### src/rtl/divider_seq_if.sv
// Handshake and result bundle for the sequential divider.
// The master drives requests; the slave (the divider) returns results.
interface divider_seq_if #(
   parameter int unsigned N = 8
);
   logic         start;
   logic [N-1:0] a;
   logic [N-1:0] b;
   logic [N-1:0] q;
   logic [N-1:0] r;
   logic         busy;
   logic         done;
   logic         div_zero;

   modport master (
      output start, a, b,
      input  q, r, busy, done, div_zero
   );

   modport slave (
      input  start, a, b,
      output q, r, busy, done, div_zero
   );
endinterface

### src/rtl/divider_seq.sv
// Restoring shift-subtract unsigned divider, one quotient bit per clock.
// A zero divisor is caught in ZCHK and short-circuits straight to DONE.
module divider_seq #(
   parameter int unsigned N = 8
) (
   input logic          clk,
   input logic          sclr,
   divider_seq_if.slave bus
);
   localparam int unsigned CW = $clog2(N + 1);

   typedef enum logic [1:0] {StIdle, StZchk, StRun, StDone} state_e;

   state_e        state_q, state_d;
   logic [N-1:0]  dvd_q, dvd_d;
   logic [N-1:0]  dvs_q, dvs_d;
   logic [N:0]    rem_q, rem_d;
   logic [CW-1:0] cnt_q, cnt_d;
   logic [N-1:0]  q_q, q_d;
   logic [N-1:0]  r_q, r_d;
   logic          dz_q, dz_d;

   logic [N:0]    shifted;
   logic          ge;

   // The extra remainder bit holds the bit shifted out, so the trial subtract never wraps.
   assign shifted = {rem_q[N-1:0], dvd_q[N-1]};
   assign ge      = (shifted >= {1'b0, dvs_q});

   always_comb begin
      state_d = state_q;
      dvd_d   = dvd_q;
      dvs_d   = dvs_q;
      rem_d   = rem_q;
      cnt_d   = cnt_q;
      q_d     = q_q;
      r_d     = r_q;
      dz_d    = dz_q;
      unique case (state_q)
         StIdle: begin
            if (bus.start) begin
               state_d = StZchk;
               dvd_d   = bus.a;
               dvs_d   = bus.b;
               rem_d   = '0;
               cnt_d   = CW'(N);
            end
         end
         StZchk: begin
            if (dvs_q == '0) begin
               state_d = StDone;
               q_d     = '1;
               r_d     = dvd_q;
               dz_d    = 1'b1;
            end else begin
               state_d = StRun;
            end
         end
         StRun: begin
            rem_d = ge ? (shifted - {1'b0, dvs_q}) : shifted;
            dvd_d = {dvd_q[N-2:0], ge};
            cnt_d = cnt_q - 1'b1;
            if (cnt_q == CW'(1)) begin
               state_d = StDone;
               q_d     = {dvd_q[N-2:0], ge};
               r_d     = rem_d[N-1:0];
               dz_d    = 1'b0;
            end
         end
         StDone: begin
            state_d = StIdle;
         end
         default: begin
            state_d = StIdle;
         end
      endcase
   end

   always_ff @(posedge clk) begin
      if (sclr) begin
         state_q <= StIdle;
         dvd_q   <= '0;
         dvs_q   <= '0;
         rem_q   <= '0;
         cnt_q   <= '0;
         q_q     <= '0;
         r_q     <= '0;
         dz_q    <= 1'b0;
      end else begin
         state_q <= state_d;
         dvd_q   <= dvd_d;
         dvs_q   <= dvs_d;
         rem_q   <= rem_d;
         cnt_q   <= cnt_d;
         q_q     <= q_d;
         r_q     <= r_d;
         dz_q    <= dz_d;
      end
   end

   assign bus.q        = q_q;
   assign bus.r        = r_q;
   assign bus.div_zero = dz_q;
   assign bus.busy     = (state_q == StZchk) || (state_q == StRun);
   assign bus.done     = (state_q == StDone);
endmodule

### src/flat_wrapper.sv
// flat-port wrapper written by rule: the top's interface ports become plain ports
module divider_seq_flat 
#(
   parameter int unsigned N = 8
)
  (clk, sclr, bus_start, bus_a, bus_b, bus_q, bus_r, bus_busy, bus_done, bus_div_zero);
  divider_seq_if #(.N(N)) bus_i ();
  input logic clk;
  input logic sclr;
  input wire logic [$bits(bus_i.start)-1:0] bus_start;
  input wire logic [$bits(bus_i.a)-1:0] bus_a;
  input wire logic [$bits(bus_i.b)-1:0] bus_b;
  output wire logic [$bits(bus_i.q)-1:0] bus_q;
  output wire logic [$bits(bus_i.r)-1:0] bus_r;
  output wire logic [$bits(bus_i.busy)-1:0] bus_busy;
  output wire logic [$bits(bus_i.done)-1:0] bus_done;
  output wire logic [$bits(bus_i.div_zero)-1:0] bus_div_zero;
  assign bus_i.start = bus_start;
  assign bus_i.a = bus_a;
  assign bus_i.b = bus_b;
  assign bus_q = bus_i.q;
  assign bus_r = bus_i.r;
  assign bus_busy = bus_i.busy;
  assign bus_done = bus_i.done;
  assign bus_div_zero = bus_i.div_zero;
  divider_seq #(.N(N)) u_core (.clk(clk), .sclr(sclr), .bus(bus_i));
endmodule
### config.mk
export PLATFORM = sky130hd
export DESIGN_NAME = divider_seq_flat
export DESIGN_NICKNAME = d
export VERILOG_FILES = /design/src/rtl/divider_seq_if.sv /design/src/rtl/divider_seq.sv /design/src/flat_wrapper.sv
export SDC_FILE = /design/constraint.sdc
export NUM_CORES = 1
export LEC_CHECK = 0
export CORE_MARGIN = 5
export CORE_UTILIZATION = 48
export DETAILED_ROUTE_END_ITERATION = 8
export PLACE_DENSITY = 0.85
export SLEW_MARGIN = 20
export SYNTH_ARGS = -nofsm -noshare
export SYNTH_HDL_FRONTEND = slang
export SYNTH_SLANG_ARGS = --single-unit
### constraint.sdc
create_clock -name clk -period 2 [get_ports clk]
set_input_delay 0.2 -clock clk [delete_from_list [all_inputs] [get_ports clk]]
set_output_delay 0.2 -clock clk [all_outputs]
set_load 0.005 [all_outputs]
==> impl_metrics.ini, run 1 <==
[placed_design]
io_buffers = 37
gp_congestion = 0.8277
preCtsSetupSlack_ns = -0.1691
placed_cells_incl_taps = 408
dp_hpwl_um = 4471

[critical_path]
crit_end = u_core.bus.r[3]
timing.rr.end = u_core.bus.r[3]
startpoint_type = flip-flop
cp-end-kind = flip-flop
cp.arrival_ns = 2.23
critical_path_class = flip-flop to flip-flop
worstPathRequired_ns = 2.18
cp_max_fo = 5
reg2reg_depth = 9
rrSetupSlack_ns = -0.05
worstReg2RegStart = u_core.rem_q[3]
cp-startpoint = u_core.rem_q[3]

[clocking]
numCtsBuffers = 5
clkLatencyLatePin_ns = 0.30
hold_buffers = 0
clkTransAtPathRegs_ns = 0.09
clock-sinks = 47
cts_root_buffer = clkbuf_8
h-tree-depth = 2
cts_tree = done
cts_max_path_buffers = 2

[pwr]
pwr_density_cell_nw_per_um2 = 1628
p_leak_nw = 1.338
ir_worst_vdd_uv = 1324

[floorplan]
die_w_um = 80.82
row_count = 25
start_util = 0.5030
io_pins = 38
die_h_um = 80.82
core_area_um2 = 4786
dieArea_um2 = 6532

[drt]
drt-total-wl_um = 6973
drc = 0
vias = 2404
drt_iter0_drc = 133
dr.pass1.iters = 4
viasPerCell = 5.643
wl_per_cell_um = 16.37
ant_nets = 0

[job]
maxCapViolations = 0

[timing]
hold_violations = 0
setup_tns_ns = -0.2345
fin_crit_sh = 1.027
fmax_ghz = 0.4867
slew-limit-headroom = 0.6761
slew_viol_final = 0
setup_viol = 7
fin_ws_ns = -0.05468
skew_ns = 0.006771
worst_pin_slew_ns = 0.4826
rsz0062_at_grt = true
min_period_ns = 2.055

[finish]
stdcell_count = 426
diodes = 0
finalNetCount = 392
syn_to_final_growth_pct = 44.96
drive_gt1_frac = 0.2786
nFillCells = 334
layout_common_cells = buf_4 (40), clkdlybuf4s50_1 (37), dfxtp_1 (35)
final_common_cell = buf_4

[synth]
syn_avg_cell_area_um2 = 8.417
ys_ff_latch = 47
netlist_top_cells_area = dfxtp_1 (39%), ha_1 (7.3%), mux2i_1 (6.7%), a21oi_1 (5.4%), nand2_1 (5.0%)
yosys.area.top_type = dfxtp_1
synthFlopType = dfxtp_1
synth-warning-count = 0
async_reset_ff_frac = 0
synth_edf_count = 0
netlist_area_um2 = 2407
synth_top_area_share = 0.3909
synth_cell_types = 43
netlist_instances = 286
ys_seq_area_frac = 0.3909
synth_nets = 320

[grt]
grt_usage = 0.2084
grt_pass1_wl_um = 10580
grt_overflow = 0
grt_pass1_vias = 2268
grt_start_max_net_pins = 19
grt_antenna_before_repair = 0

[min_path]
hp-class = input port to flip-flop

[status]
outcome = finished with violations
violations = setup timing
-- stage by stage --
stage | total power [mW] | hold WS (ns) | utilization | instance area, um2
6_report | 5.682 | 0.4423 | 0.7292 | 3490
5_1_grt | 6.065 | 0.4658 | 0.7292 | 3490
4_1_cts | 5.332 | 0.4458 | 0.7017 | 3358
3_5_place_dp | 4.094 | 0.4461 | 0.6353 | 3040
3_3_place_gp | 4.008 | 0.4397 | 0.6353 | 3040
2_1_floorplan | 3.111 | 0.3475 | - | 2407
-- worst min path at each step --
stage,from,to,slack [ns],depth (start not counted)
2_1_floorplan,bus_b[2],u_core.dvs_q[2],0.35,2
3_3_place_gp,u_core.bus.q[7],u_core.bus.q[7],0.44,2
3_5_place_dp,u_core.bus.q[5],u_core.bus.q[5],0.45,2
4_1_cts,bus_b[2],u_core.dvs_q[2],0.45,3
5_1_grt,bus_b[4],u_core.dvs_q[4],0.47,3
6_report,bus_b[6],u_core.dvs_q[6],0.44,3
-- registers in the layout (all words and copies together) (netlist names) --
signal	cells
u_core.cnt_q	4
u_core.bus.r	8
u_core.dvd_q	8
u_core.rem_q	8
u_core.bus.q	8
u_core.state_q	2
u_core.dvs_q	8
u_core.bus.div_zero	1
-- metal layers --
layer / vias up / part of all wire / global-route usage
li1: 1166 / - / -
met4: 0 / 0.029 / 0.08784
met5: - / 0 / 0
met1: 1131 / 0.41 / 0.2533
met3: 26 / 0.053 / 0.04435
met2: 81 / 0.50 / 0.3555
-- final cells by class --
type                            count  area [um2]  area share
Inverter                           19       71.32     0.02044
Timing Repair Buffer               81       715.7      0.2051
Sequential cell                    47       955.9      0.2739
Clock inverter                      2       60.06     0.01721
Tap cell                           67       83.83     0.02402
Multi-Input combinational cell    204        1530      0.4385
Clock buffer                        6       72.57     0.02080
-- cell families (layout without fill, tap and decap cells) --
logic type,after synthesis,in the layout,share of synthesized area
simple gates,82,82,0.1533
compound gates,88,88,0.2360
buf+inv,35,108,0.06133
mux,16,16,0.06653
xor+xnor,3,3,0.01092
fa+ha+maj,15,15,0.08108
flops,47,47,0.3909
-- report_power, final --
group / internal (mW) / switching, mW / leakage [nW]
Clock: 0.500 / 0.321 / 0.0654
Combinational: 1.71 / 1.74 / 0.883
Sequential: 1.20 / 0.206 / 0.390
-- synth_stat cells, drive strengths merged, types with 2 or more instances --
cell type / count
nor4: 4
a22oi: 7
a31oi: 3
dfxtp: 47
a31o: 3
nand3b: 2
or3: 3
mux2i: 16
a21o: 4
ha: 14
xnor2: 2
inv: 19
clkbuf: 5
nor3: 3
nor2: 19
a21oi: 27
o21bai: 2
o21ai: 19
nand3: 15
a211oi: 8
o22ai: 5
nand2: 32
a32o: 2
buf: 11
-- worst max-delay path: stages (launching register included) --
cell and delay [ns]:
dfxtp_1 0.44, ha_4 0.25, buf_4 0.14, a21oi_2 0.17
o21ai_4 0.09, a41oi_2 0.23, buf_6 0.18, buf_6 0.11
mux2i_4 0.23, o22ai_1 0.10
-- repair_timing --
action | in CTS | in global routing
gates cloned | 1 | 0
setup buffers | 7 | 2
resized for setup | 29 | 29
pin swaps | 11 | 15
setup endpoints to repair | 16 | 22
Note: power is estimated with default switching activity, not from simulation.
==> run 2, diff against run 1 <==
- CORE_UTILIZATION: 48 -> 25
- CTS_BUF_LIST: unset -> sky130_fd_sc_hd__clkbuf_16
- PLACE_DENSITY: 0.85 -> 0.55
==> run 2 against run 1 <==
Against the previous run:
- the run now ends clean
- highest routed layer unchanged
- clock power grew 19%
- combinational power is essentially flat
- clock-buffer cell count shrank 1
- clock skew grew 0.0037 ns
- via count shrank 1.5%
- largest cell class unchanged
==> impl_metrics.ini, run 2 (synthesis gave the netlist of run 1 again) <==
[pwr]
p_leak_nw = 1.397
pwr_density_cell_nw_per_um2 = 1602
ir_worst_vdd_uv = 764.6
total_power_mw = 5.860

[critical_path]
startpoint_type = flip-flop
cp-startpoint = u_core.dvs_q[4]
timing.rr.end = u_core.bus.r[1]
critical_path_class = flip-flop to flip-flop
slowest_stage = dfxtp_2
cp_max_fo = 8
reg2reg_depth = 10
cp.arrival_ns = 2.18
cp-end-kind = flip-flop
worstPathCellList = inv_2 > ha_4 > nand3_4 > nor3_4 > nand3b_1 > a41oi_2 > buf_6 > buf_6 > or3_4 > a31oi_1
worstPathRequired_ns = 2.22
crit_top_cell = buf_6
rrSetupSlack_ns = 0.04
critPathMaxStageDelay_ns = 0.33
worstReg2RegStart = u_core.dvs_q[4]

[clocking]
cts_max_path_buffers = 2
h-tree-depth = 2
cts_tree = done
clkTransAtPathRegs_ns = 0.07
clock-sinks = 47
cts_root_buffer = clkbuf_16
hold_buffers = 0
numCtsBuffers = 5
clkLatencyLatePin_ns = 0.29

[drt]
drc = 0
wl_per_cell_um = 14.38
viasPerCell = 4.772
vias = 2367
drt-total-wl_um = 7130
ant_nets = 0
drt_iter0_drc = 114
dr.pass1.iters = 4

[timing]
fin_crit_sh = 0.9790
worst_pin_slew_ns = 0.4093
setup_viol = 0
hold_violations = 0
slew_viol_final = 0
fin_ws_ns = 0.04192
skew_ns = 0.01046
rsz0062_at_grt = true
fmax_ghz = 0.5107
slew-limit-headroom = 0.7253
min_period_ns = 1.958

[floorplan]
start_util = 0.2581
row_count = 35
die_w_um = 108.1
core_area_um2 = 9328
die_h_um = 108.1
dieArea_um2 = 11690
io_pins = 38

[finish]
nFillCells = 956
drive_gt1_frac = 0.2888
finalNetCount = 400
final_util = 0.3921
layout_common_cells = buf_4 (50), clkdlybuf4s50_1 (37), dfxtp_1 (34)
stdcell_count = 496
final_common_cell = buf_4
diodes = 0
syn_to_final_growth_pct = 51.92

[job]
maxCapViolations = 0

[placed_design]
dp_hpwl_um = 5168
preCtsSetupSlack_ns = -0.1250
placed_cells_incl_taps = 480
io_buffers = 37
gp_congestion = 0.8285

[grt]
grt_pass1_vias = 2432
grt_pass1_wl_um = 11540
grt_usage = 0.1216
grt_start_max_net_pins = 26
grt_antenna_before_repair = 0
grt_overflow = 0

[min_path]
hp-class = flip-flop to flip-flop
min_to = u_core.bus.q[1]
whs_path_depth = 2
min_from = u_core.bus.q[1]

[status]
outcome = finished, final reports clean
[run 2: cell types whose count changed in the layout (fill, tap and decap cells not counted), moves of 2 or more]
cell / delta
clkbuf_8: -5
clkbuf_16: +5
inv_2: -2
nor4_1: +2
buf_6: -2
nor4_2: -2
buf_4: +10
mux2i_2: -4
mux2i_1: +2
inv_1: +2
mux2i_4: +2
[run 2: worst max-delay path: cells and delay by family (launching register included)]
| kind | cells | cell delay [ns] |
|---|---|---|
| AO/OA/AOI/OAI | 2 | 0.20 |
| adder cells (fa/ha/maj) | 1 | 0.27 |
| buffers and inverters | 3 | 0.32 |
| flip-flops | 1 | 0.33 |
| AND/OR/NAND/NOR | 4 | 0.74 |
[run 2: per-stage QoR]
| stage | hold WS, ns | TNS (ns) | instance area [um2] |
|---|---|---|---|
| after floorplan | 0.3475 | 0 | 2407 |
| after global placement | 0.4446 | -0.1949 | 3193 |
| after detailed placement | 0.4456 | -1.035 | 3193 |
| after CTS | 0.4553 | 0 | 3448 |
| after global routing | 0.4834 | -0.3167 | 3657 |
| final | 0.4529 | 0 | 3657 |
[run 2: power breakdown]
part / leakage [nW] / total [mW] / switching, mW / internal (mW)
clock network: 0.0804 / 0.979 / 0.385 / 0.595
logic: 0.926 / 3.47 / 1.73 / 1.75
registers: 0.391 / 1.41 / 0.203 / 1.20
total: 1.40 / 5.86 / 2.31 / 3.55
[run 2: timing repair]
action                                  in CTS  in global routing
endpoints found under the setup margin      17                 19
resized for setup                           15                 39
buffers inserted                             3                  5
pin swaps                                    6                 15
[run 2: worst max-delay path by stage]
stage,endpoint,depth (start not counted)
after floorplan,u_core.bus.r[6],9
after global placement,u_core.rem_q[0],10
after detailed placement,u_core.bus.r[1],10
after CTS,u_core.bus.r[6],8
after global routing,u_core.bus.r[1],10
final,u_core.bus.r[1],10
[run 2: area by class of cell]
cell class / instances / area, um2 / share of cell area
Timing Repair Buffer: 89 / 768.2 / 0.2101
Inverter: 19 / 71.32 / 0.01950
Clock buffer: 5 / 125.1 / 0.03421
Clock inverter: 3 / 46.29 / 0.01266
Multi-Input combinational cell: 204 / 1528 / 0.4177
Tap cell: 129 / 161.4 / 0.04413
Sequential cell: 47 / 957.2 / 0.2617
[run 2: metal layers]
layer | global-route usage | part of all wire | vias up | wire length [um]
met5 | 0 | 0 | - | 0
met4 | 0.03246 | 0.015 | 0 | 104
met3 | 0.02806 | 0.034 | 11 | 243
met2 | 0.2069 | 0.49 | 36 | 3473
met1 | 0.1546 | 0.46 | 1128 | 3308
li1 | - | - | 1192 | -
==> run 3, diff against run 2 <==
- CAP_MARGIN: unset -> 20
- SKIP_LAST_GASP: unset -> 1
==> run 3 against run 2 <==
Against the previous run:
- clock power about the same
- worst hold slack about the same
- sequential power about the same
- setup slack got worse by 0.00058 ns
- register-to-register slack about the same
- largest cell class unchanged
- largest power group unchanged
==> impl_metrics.ini, run 3 (synthesis gave the netlist of run 1 again) <==
[pwr]
switching_power_mw = 2.222
comb_power_share = 0.578
swShare = 0.3933
total_power_mw = 5.651
p_seq_frac = 0.249
p_leak_nw = 1.386
pwr_density_cell_nw_per_um2 = 1566
power.share.clock = 0.173
internal-power_mw = 3.429
ir_worst_vdd_uv = 758.3

[grt]
grt_pass1_wl_um = 11540
grt_antenna_before_repair = 0
grt_pass1_vias = 2432
grt_overflow = 0
grt_usage = 0.1216
grt_start_max_net_pins = 26

[critical_path]
cp_max_fo = 8
slowest_stage = dfxtp_1
crit_top_cell = buf_6
critical_path_class = flip-flop to flip-flop
cp.arrival_ns = 2.18
worstReg2RegStart = u_core.rem_q[3]
cp-end-kind = flip-flop
startpoint_type = flip-flop
critPathMaxStageDelay_ns = 0.36
path_buf_inv = 2
worstPathCellList = ha_4 > nand3_4 > nor3_4 > nand3b_1 > a41oi_2 > buf_6 > buf_6 > or3_4 > a31oi_1
cp-startpoint = u_core.rem_q[3]
crit_family = simple AND/OR/NAND/NOR gates
worstPathRequired_ns = 2.22

[timing]
min_period_ns = 1.959
slew_viol_final = 0
rsz0062_at_grt = true
holdWs_ns = 0.4528
hold_violations = 0
setup_viol = 0
fin_crit_sh = 0.9793
fmax_ghz = 0.5106
slew-limit-headroom = 0.7287
fin_ws_ns = 0.04134
worst_pin_slew_ns = 0.4042
skew_ns = 0.01055

[drt]
wl_met3_um = 260
wl_per_cell_um = 14.08
drc = 0
viasPerCell = 4.731
routed.top_layer = met4
ant_nets = 0
vias = 2337
drt_iter0_drc = 102
dr_wl_met2_um = 3378
wl_met1_um = 3234
drt-total-wl_um = 6955
dr.pass1.iters = 4

[min_path]
min_from = u_core.bus.q[1]
hp-class = flip-flop to flip-flop

[job]
maxCapViolations = 0

[placed_design]
gp_congestion = 0.8285
placed_area_um2 = 3193
io_buffers = 37
preCtsSetupSlack_ns = -0.1250
dp_hpwl_um = 5168

[finish]
final_common_cell = buf_4
nFillCells = 963
final_area_um2 = 3608
drive_gt1_frac = 0.2712
layout_common_cells = buf_4 (48), clkdlybuf4s50_1 (37), dfxtp_1 (36)
final_util = 0.3869
syn_to_final_growth_pct = 49.90
diodes = 0
finalNetCount = 398

[floorplan]
start_util = 0.2581
core_area_um2 = 9328
die_h_um = 108.1
io_pins = 38
dieArea_um2 = 11690
row_count = 35
die_w_um = 108.1

[clocking]
clkLatencyLatePin_ns = 0.29
cts_root_buffer = clkbuf_16
clkTransAtPathRegs_ns = 0.07
h-tree-depth = 2
cts_max_path_buffers = 2
numCtsBuffers = 5
clock-sinks = 47
cts_tree = done

[status]
outcome = finished, final reports clean
## run 3: cell count changes in the layout (fill, tap and decap cells not counted), sizes merged
cell and delta:
buf -2
## run 3: final cells by class
cell class	instances	area (um2)	share of cell area
Multi-Input combinational cell	204	1496	0.4147
Sequential cell	47	954.7	0.2646
Timing Repair Buffer	87	753.2	0.2087
Tap cell	129	161.4	0.04473
Clock buffer	5	125.1	0.03467
Inverter	19	71.32	0.01976
Clock inverter	3	46.29	0.01283
## run 3: tightest hold or removal path, cell delays in order (launching register included)
cell     delay (ns)
dfxtp_1        0.31
nand2_1        0.05
a21oi_1        0.05
## run 3: metal layers
metal | track usage | vias up
met4 | 0.03246 | 0
met2 | 0.2069 | 36
met3 | 0.02806 | 8
met5 | 0 | -
met1 | 0.1546 | 1106
li1 | - | 1187
## run 3: final timing paths
check	cells past startpoint	end	slack [ns]
setup / recovery	9	u_core.bus.r[1]	0.04
hold / removal	2	u_core.bus.q[1]	0.45
setup reg to reg	9	u_core.bus.r[1]	0.04
hold reg to reg	2	u_core.bus.q[1]	0.45
## run 3: metrics by stage
| step | TNS, ns | instances |
|---|---|---|
| after floorplan | 0 | 286 |
| after global placement | -0.1949 | 480 |
| after detailed placement | -1.035 | 480 |
| after CTS | -0.009446 | 491 |
| after global routing | -0.1973 | 494 |
| final | 0 | 494 |
## run 3: power groups by stage
stage          logic (mW)  clock network (mW)  registers, mW
2_1_floorplan        1.74                   0           1.37
4_1_cts              2.98               0.998           1.40
3_5_place_dp         2.86                   0           1.41
6_report             3.27               0.976           1.41
3_3_place_gp         2.82                   0           1.41
5_1_grt              3.62                1.03           1.44
## run 3: timing repair
| item | 4_1_cts | 5_1_grt |
|---|---|---|
| setup buffers | 3 | 3 |
| gates resized for setup | 14 | 32 |
| hold buffers | 0 | 0 |
| setup endpoints to repair | 17 | 19 |
| pin swaps | 6 | 14 |
| endpoints found under the hold margin | 0 | 0 |
